===== src/rtl/sdpram_fifo_ctrl.sv =====
// -----------------------------------------------------------------------------
// sdpram_fifo_ctrl
//   Runs one external simple dual-port RAM (port A write, port B read) as a
//   synchronous FIFO. Pushes pass straight through to port A. Reads are issued
//   on port B against a credit held by a 2-entry output skid buffer, so the
//   RAM read latency never needs back-pressure.
//
// Ports
//   clk, rst      clock (rising edge), asynchronous active-high reset
//   flush         synchronous clear; in-flight reads are drained and dropped
//   s_valid/s_ready/s_data   push stream
//   m_valid/m_ready/m_data   pop stream (m_data is a register)
//   count/full/empty         occupancy: RAM + in-flight + output buffer
//   addra/wena/dina          RAM write port
//   addrb/renb               RAM read request
//   doutb/dvalb              RAM read return (in order, fixed latency >= 1)
//   err_ovf/err_dvalb        sticky error flags, only with SDPFIFO_ERR_EN
//
// Build option
//   SDPFIFO_ERR_EN : adds err_ovf (push attempted while full) and err_dvalb
//                    (unexpected read return). Cleared only by rst.
// -----------------------------------------------------------------------------
module sdpram_fifo_ctrl #(
  parameter int  DATA_WIDTH = 32,
  parameter int  MEM_DEPTH  = 1024,
  parameter int  BYTE_WRITE = 0,
  localparam int ADDR_WIDTH = $clog2(MEM_DEPTH),
  localparam int STRB_WIDTH = (BYTE_WRITE != 0) ? DATA_WIDTH / 8 : 1,
  localparam int CNT_W      = ADDR_WIDTH + 2
) (
  input  logic                  clk,
  input  logic                  rst,
  input  logic                  flush,
  input  logic                  s_valid,
  output logic                  s_ready,
  input  logic [DATA_WIDTH-1:0] s_data,
  output logic                  m_valid,
  input  logic                  m_ready,
  output logic [DATA_WIDTH-1:0] m_data,
  output logic [CNT_W-1:0]      count,
  output logic                  full,
  output logic                  empty,
  output logic [ADDR_WIDTH-1:0] addra,
  output logic [STRB_WIDTH-1:0] wena,
  output logic [DATA_WIDTH-1:0] dina,
  output logic [ADDR_WIDTH-1:0] addrb,
  output logic                  renb,
  input  logic [DATA_WIDTH-1:0] doutb,
  input  logic                  dvalb
`ifdef SDPFIFO_ERR_EN
  ,
  output logic                  err_ovf,
  output logic                  err_dvalb
`endif
);

  localparam logic [ADDR_WIDTH:0] RAM_FULL = (ADDR_WIDTH + 1)'(MEM_DEPTH);

  typedef enum logic {
    RUN   = 1'b0,
    DRAIN = 1'b1
  } state_e;

  state_e                state_q, state_d;
  logic [ADDR_WIDTH-1:0] wr_ptr_q, wr_ptr_d;
  logic [ADDR_WIDTH-1:0] rd_ptr_q, rd_ptr_d;
  logic [ADDR_WIDTH:0]   ram_cnt_q, ram_cnt_d;  // words written to RAM, not yet read
  logic                  pend_q, pend_d;        // last cycle's push, not yet readable
  logic [1:0]            infl_q, infl_d;        // reads issued, data not yet returned
  logic [1:0]            obuf_cnt_q, obuf_cnt_d;
  logic [DATA_WIDTH-1:0] head_q, head_d;        // obuf slot 0, drives m_data
  logic [DATA_WIDTH-1:0] tail_q, tail_d;        // obuf slot 1

  logic       run;
  logic       push;
  logic       wr_en;
  logic       pop;
  logic       avail;
  logic       credit_ok;
  logic       rd_en;
  logic       dv_take;
  logic       obuf_wr;
  logic [1:0] cnt_after_pop;

  // ---------------------------------------------------------------------------
  // Handshakes and RAM requests
  // ---------------------------------------------------------------------------
  assign run     = (state_q == RUN);
  assign full    = (ram_cnt_q == RAM_FULL);
  assign s_ready = run && !full;
  assign push    = s_valid && s_ready;
  // flush wins over a push in the same cycle: the word is not written.
  assign wr_en   = push && !flush;

  assign m_valid = (obuf_cnt_q != 2'd0);
  assign pop     = m_valid && m_ready && !flush;

  // The word pushed last cycle is counted in ram_cnt (so full is exact) but is
  // held back from reads for one cycle.
  assign avail     = (ram_cnt_q > {{ADDR_WIDTH{1'b0}}, pend_q});
  // Buffered + in-flight words never exceed the two obuf slots. A pop in the
  // same cycle frees a slot, which is what keeps one word/cycle streaming.
  assign credit_ok = (({1'b0, obuf_cnt_q} + {1'b0, infl_q}) < 3'd2);
  assign rd_en     = run && !flush && avail && (credit_ok || pop);

  // A return with nothing outstanding is not counted and not stored.
  assign dv_take = dvalb && (infl_q != 2'd0);
  assign obuf_wr = dv_take && run && !flush;

  assign addra = wr_ptr_q;
  assign wena  = {STRB_WIDTH{wr_en}};
  assign dina  = s_data;
  assign addrb = rd_ptr_q;
  assign renb  = rd_en;

  assign m_data = head_q;
  assign count  = CNT_W'(ram_cnt_q) + CNT_W'(infl_q) + CNT_W'(obuf_cnt_q);
  assign empty  = (count == '0);

  // ---------------------------------------------------------------------------
  // Next state
  // ---------------------------------------------------------------------------
  always_comb begin
    state_d    = state_q;
    wr_ptr_d   = wr_ptr_q;
    rd_ptr_d   = rd_ptr_q;
    pend_d     = wr_en;
    ram_cnt_d  = ram_cnt_q + (ADDR_WIDTH + 1)'(wr_en) - (ADDR_WIDTH + 1)'(rd_en);
    infl_d     = infl_q + {1'b0, rd_en} - {1'b0, dv_take};
    head_d     = head_q;
    tail_d     = tail_q;

    if (wr_en) wr_ptr_d = wr_ptr_q + 1'b1;
    if (rd_en) rd_ptr_d = rd_ptr_q + 1'b1;

    // Skid buffer: pop shifts slot 1 into the head, then a returning word
    // lands in the first free slot.
    cnt_after_pop = obuf_cnt_q - {1'b0, pop};
    obuf_cnt_d    = cnt_after_pop;
    if (pop && obuf_cnt_q == 2'd2) head_d = tail_q;
    if (obuf_wr && cnt_after_pop != 2'd2) begin
      if (cnt_after_pop == 2'd0) head_d = doutb;
      else                       tail_d = doutb;
      obuf_cnt_d = cnt_after_pop + 2'd1;
    end

    unique case (state_q)
      RUN:     if (flush) state_d = DRAIN;
      // Leave as soon as the last outstanding return is consumed this cycle,
      // so a flush with nothing left in flight costs only one cycle.
      DRAIN:   if (!flush && infl_d == 2'd0) state_d = RUN;
      default: state_d = RUN;
    endcase

    // In-flight reads survive a flush (infl_d above); everything else clears.
    if (flush) begin
      wr_ptr_d   = '0;
      rd_ptr_d   = '0;
      ram_cnt_d  = '0;
      pend_d     = 1'b0;
      obuf_cnt_d = '0;
    end
  end

  always_ff @(posedge clk or posedge rst) begin
    if (rst) begin
      state_q    <= RUN;
      wr_ptr_q   <= '0;
      rd_ptr_q   <= '0;
      ram_cnt_q  <= '0;
      pend_q     <= 1'b0;
      infl_q     <= '0;
      obuf_cnt_q <= '0;
      head_q     <= '0;
      tail_q     <= '0;
    end else begin
      state_q    <= state_d;
      wr_ptr_q   <= wr_ptr_d;
      rd_ptr_q   <= rd_ptr_d;
      ram_cnt_q  <= ram_cnt_d;
      pend_q     <= pend_d;
      infl_q     <= infl_d;
      obuf_cnt_q <= obuf_cnt_d;
      head_q     <= head_d;
      tail_q     <= tail_d;
    end
  end

`ifdef SDPFIFO_ERR_EN
  // ---------------------------------------------------------------------------
  // Sticky error flags
  // ---------------------------------------------------------------------------
  logic err_ovf_q;
  logic err_dvalb_q;

  always_ff @(posedge clk or posedge rst) begin
    if (rst) begin
      err_ovf_q   <= 1'b0;
      err_dvalb_q <= 1'b0;
    end else begin
      if (s_valid && full) err_ovf_q <= 1'b1;
      if (dvalb && (infl_q == 2'd0 || obuf_cnt_q == 2'd2)) err_dvalb_q <= 1'b1;
    end
  end

  assign err_ovf   = err_ovf_q;
  assign err_dvalb = err_dvalb_q;
`endif

endmodule


===== config.mk =====
export PLATFORM = sky130hd
export DESIGN_NAME = sdpram_fifo_ctrl
export DESIGN_NICKNAME = d
export VERILOG_FILES = /design/src/rtl/sdpram_fifo_ctrl.sv
export SDC_FILE = /design/constraint.sdc
export NUM_CORES = 1
export LEC_CHECK = 0
export ABC_CLOCK_PERIOD_IN_PS = 4200
export BUFFER_PORTS_ARGS = -buffer_cell sky130_fd_sc_hd__buf_2
export CAP_MARGIN = 20
export CORE_MARGIN = 2
export CORE_UTILIZATION = 40
export DETAILED_ROUTE_END_ITERATION = 10
export PLACE_DENSITY = 0.62
export SLEW_MARGIN = 0
export SYNTH_ARGS = -nofsm -noshare
export SYNTH_HDL_FRONTEND = slang
export SYNTH_SLANG_ARGS = --single-unit

===== constraint.sdc =====
create_clock -name clk -period 4.2 [get_ports clk]
set_clock_uncertainty 0.05 [all_clocks]
set_input_delay 0.21 -clock clk [delete_from_list [all_inputs] [get_ports clk]]
set_output_delay 0.21 -clock clk [all_outputs]
set_load 0.01 [all_outputs]

## After elaboration in Yosys (flattened, before gate mapping)

Cells that the tools add are included.

| operators by class | value |
|---|---|
| multiplexer cells | 14 |
| order comparisons | 2 |
| bitwise logic cells | 2 |
| reductions and logical operators | 25 |
| equal/unequal tests | 3 |
| $add $sub $neg | 11 |

Operators with widths:

| operator | number |
|---|---|
| $mux 32 | 3 |
| $mux 10 | 4 |
| $add 10x1->10 const B | 2 |
| $logic_and 1x1->1 | 14 |
| $add 11x2->12 | 1 |
| $add 12x2->12 | 1 |
| $logic_not 12->1 | 1 |
| $add 11x1->11 | 1 |
| $eq 11x11->1 const B | 1 |
| $gt 11x1->1 | 1 |
| $mux 11 | 1 |
| $sub 11x1->11 | 1 |
| $reduce_bool 2->1 | 4 |
| $logic_not 2->1 | 2 |
| $mux 2 | 2 |
| $sub 2x1->2 | 2 |
| $add 2x2->3 | 1 |
| $lt 3x2->1 const B | 1 |
| $mux 1 | 3 |
| $add 2x1->2 | 1 |
| $add 2x1->2 const B | 1 |
| $eq 2x2->1 const B | 1 |
| $logic_not 1->1 | 2 |
| $ne 2x2->1 const B | 1 |
| 4 further kinds | 5 |

| storage, ports and cells | value |
|---|---|
| flip-flop bits (word level) | 101 |
| word-level logic and storage cells | 66 |
| input port bits | 70 |

## Depth between registers and ports, before layout

| logic depth | value |
|---|---|
| depth in word-level cells | 11 |
| gate-level depth with buffers | 19 |
| gate-level depth less buffers | 16 |

## Worst setup path before layout

No wires, ideal clock.

| timing path | value |
|---|---|
| path type | register to register |
| start | reg obuf_cnt_q[0] |
| end | reg ram_cnt_q[10] |
| clock period less this slack | 3.486 ns |
| library setup time | 0.125 ns |
| slack | 0.714 ns |
| cell stages (with the launch flop) | 19 |
| arrival time | 3.312 ns |
| cell sequence | dfrtp_1 inv_1 nor2_1 fa_1 nor2_1 o2111ai_2 buf_6 buf_2 inv_1 ha_1 inv_1 ha_1 inv_1 fa_1 o21bai_1 a21oi_1 o21bai_1 o22ai_1 mux2_2 |

| between the ends | value |
|---|---|
| longest elaborated chain between the ends | 7 |
| elaborated cells between the ends (all ways) | 9 |

Ends and longest elaborated chain:

| item | line | RTL |
|---|---|---|
| from (decl) | 70 | `logic [1:0] obuf_cnt_q, obuf_cnt_d;` |
| from (signal assigned) | 183 | `obuf_cnt_q <= obuf_cnt_d;` |
| parallel branches: the longest is 3 deep, another holds $add 2x2->3 | n/a |  |
| $logic_or 1x1->1 * | 104 | `assign rd_en = run && !flush && avail && (credit_ok \|\| pop);` |
| $logic_and 1x1->1 * | 104 |  |
| via renb | 47 | `output logic renb,` |
| $sub 11x1->11 * | 128 | `ram_cnt_d = ram_cnt_q + (ADDR_WIDTH + 1)'(wr_en) - (ADDR_WIDTH + 1)'(rd_en);` |
| $mux 11 * | 156 | `if (flush) begin` |
| via ram_cnt_d[10] | 67 | `logic [ADDR_WIDTH:0] ram_cnt_q, ram_cnt_d;` |
| to (signal assigned) | 180 | `ram_cnt_q <= ram_cnt_d;` |
| to (decl) | 67 |  |

Mark *: on every way through the listed nets, which the timed path passes.
A chain may end at the register's enable or synchronous reset.

## Final worst setup path

| timing path | value |
|---|---|
| start | reg ram_cnt_q[8] |
| end | reg ram_cnt_q[10] |

| between the ends | value |
|---|---|
| longest elaborated chain between the ends | 8 |
| elaborated cells between the ends (all ways) | 11 |

Ends and longest elaborated chain:

| item | line | RTL |
|---|---|---|
| $eq 11x11->1 | 89 | `assign full = (ram_cnt_q == RAM_FULL);` |
| $logic_not 1->1 | 90 | `assign s_ready = run && !full;` |
| $logic_and 1x1->1 | 90 |  |
| $logic_and 1x1->1 | 91 | `assign push = s_valid && s_ready;` |
| $logic_and 1x1->1 | 93 | `assign wr_en = push && !flush;` |
| $add 11x1->11 | 128 |  |
| $sub 11x1->11 * | 128 |  |
| $mux 11 * | 156 |  |
| via ram_cnt_d[10] | 67 |  |

The timed path passes the listed nets; every way through them passes the cells marked *.

==> out/qor.txt <==
Clk buf depth: 2
Buf+Inv Stages, Crit Path: 4
Multi-input gate area: 2770 um^2
Htree depth: 3
FF+latch count, synth: 101
IO Port Bufs: 107
Ys flop type: dfrtp_1
Synth cell types: 50
Most used cell, CP: inv_1
Seq/Total Area, Yosys: 0.439
Cts repair resizes: 0
Top cells by count, synth: 101 x dfrtp_1, 44 x nand2_1, 40 x o21ai_0, 39 x ha_1
Fin crit share: 0.812
Synth Instances: 550
Average cell area after synthesis: 10.5 um^2
Delay-heaviest family, CP: adder cells
Mux share of post-synthesis cell area: 0.135
Ys Warns: 0
Leak Pwr: 3.12 nW
Worst ir drop on vdd: 0.000227 V
Drt drc: 0
Final Slew Violations: 0
Outcome: finished, final reports clean
Setup TNS: 0 ns
Largest stage delay on the critical path: 0.45 ns
Drt wl/cell: 15.7 um
Final hold vios: 0
PwrDens: 640 nW/um^2
Starting DRT DRC Count: 160
Area contributors post-synth: dfrtp_1 44%, ha_1 8.5%, mux2_2 7.0%
Die width: 124 um
CP endpoint kind: flip-flop
Gpl congestion: 0.905
Worst slew margin: 0.561
Tot GR Track Use: 0.166
Post-synthesis simple-gate area fraction: 0.116
Worst Path Required: 4.38 ns
Clk pin slew, worst setup/hold paths: 0.07 ns
EDFF count, synth: 0
Post-synth net total: 664
Adder-Cell Fraction of Synth Area: 0.102
Final non-filler cell total: 805
Setup Slack @ Placement: 0.835 ns
Die area: 15,400 um^2
Clock latency on the worst-skew pair: 0.35 ns
Final min period: 3.41 ns
Largest family of logic cells by synthesized area: multiplexers
Max_cap viols: 0
Crit start category: flip-flop
Grt total ovfl: 0
Top-area cell type share of the netlist area: 0.439
Setup bufs post-CTS: 0
Register area: 2530 um^2
RSZ-0062 raised after global routing: false
Synth Area in Compound Gates: 0.0869
CTS tree: done
IO Pins: 172
Synth async-reset ratio: 1.00
First-pass GRT wire length: 19.8 mm
Cell Rows: 43
Initial antenna violation count: 1
Final WS setup: 0.791 ns
Num CTS Buffers: 9
Core ar.: 14,000 um^2
Fin nets: 736
Largest net degree at the start of global routing: 80
CTS root buf: clkbuf_16
Die Height: 124 um
DP Wirelength: 9.20 mm
Filler cells: 1,331
Post-route ant nets: 0
Cell Area, Synth: 5760 um^2
CP cell instances: inv_1 -> ha_1 -> and4b_1 -> nand4_1 -> o2111ai_2 -> inv_1 -> ha_1 -> inv_1 -> ha_1 -> inv_1 -> fa_1 -> o21bai_1 -> a21oi_1 -> o21bai_1 -> o22ai_1 -> mux2_2
Final wirelength: 12.6 mm
Cell taking the most area after synthesis: dfrtp_1
Area Overhead vs Synth: 14.2%
Antenna diodes: 0
Initial Util: 0.412
Critical-path top delay cell: dfrtp_1
Post-Synth XOR/XNOR Area: 0.0380
Worst-path fanout max: 6
Setup CP Type: flip-flop to flip-flop
CP Data Arrival Time: 3.59 ns
1st-pass router iterations: 4
Max frequency: 0.293 GHz
Via count: 4,162
Number of global-route vias before repair: 4,022
Sink Count: 101
Total power: 0.00421 W
Layout cells sized above 1: 0.280
Worst slew pin tran: 0.652 ns
Placed instance count: 789
Hold Path Class: primary input to flip-flop
Final setup viols: 0
DR vias/cell: 5.17
Hold Buf Count CTS: 0
Dominant cell by count in the synthesized netlist: dfrtp_1
## layout by cell type (no fill, tap or decap), drive strengths merged, types with 6 or more instances in the layout
cell type,instances
a21oi,15
buf,114
clkbuf,9
dfrtp,101
ha,39
inv,35
mux2,37
mux2i,36
nand2,44
nand2b,6
nand3,7
nand4,12
nor2,35
nor3,8
o21ai,41
o31ai,6
xnor2,14
xor2,11
## power by group
group	internal [W]	switching [W]	leakage, nW
clock network	0.000518	0.000356	0.148
logic	0.000812	0.000960	1.63
registers	0.00132	0.000248	1.34
total	0.00265	0.00156	3.12
## worst min-delay path: cells and delay by family
family | cells | cell delay, ns
buffers and inverters | 1 | 0.08
AO/OA/AOI/OAI | 1 | 0.06
AND/OR/NAND/NOR | 1 | 0.04
## path summary, 6_finish.rpt
| path | startpoint | endpoint | slack, ns | cells past startpoint |
|---|---|---|---|---|
| max | ram_cnt_q[8] | ram_cnt_q[10] | 0.79 | 16 |
| min | doutb[31] | m_data[31] | 0.02 | 3 |
| min reg2reg | tail_q[7] | tail_q[7] | 0.46 | 1 |
| min in group asynchronous | rst | tail_q[8] | 0.25 | 3 |
| max reg2reg | ram_cnt_q[8] | ram_cnt_q[10] | 0.79 | 16 |
| max in group asynchronous | rst | m_data[5] | 2.92 | 5 |
## cell families after synthesis
logic type | Yosys count
buffers and inverters | 88
xor gates and xnor gates | 25
DFF | 101
adders and majority gates | 44
and+or+nand+nor | 137
muxes | 73
AOI/OAI and AO/OA | 82
## state kept, by name (all words and copies together) (netlist names)
signal and flops:
obuf_cnt_q 2, m_data 32, tail_q 32, state_q 1, addra 10, infl_q 2, addrb 10, ram_cnt_q 11
pend_q 1
## routing by layer
| metal | vias up | part of all wire | global-route usage |
|---|---|---|---|
| met5 | - | 0.0010 | 0 |
| met4 | 2 | 0.017 | 0.0485 |
| met3 | 25 | 0.070 | 0.0568 |
| met2 | 133 | 0.46 | 0.260 |
| met1 | 2000 | 0.45 | 0.219 |
| li1 | 2002 | - | - |
## final cells by class
class                           count  area share
Sequential cell                   101       0.384
Multi-Input combinational cell    361       0.421
Tap cell                          180      0.0342
Clock buffer                        9      0.0342
Timing Repair Buffer              115      0.0940
Clock inverter                      5      0.0129
Inverter                           34      0.0198
## metrics by stage
stage	hold slack [ns]	area [um^2]	util
floorplan	0.277	5760	-
global placement	0.370	6230	0.445
detailed placement	0.370	6230	0.445
CTS	0.0135	6540	0.468
global route	0.0302	6580	0.470
finish	0.0246	6580	0.470
(Power assumes the default switching activity.)
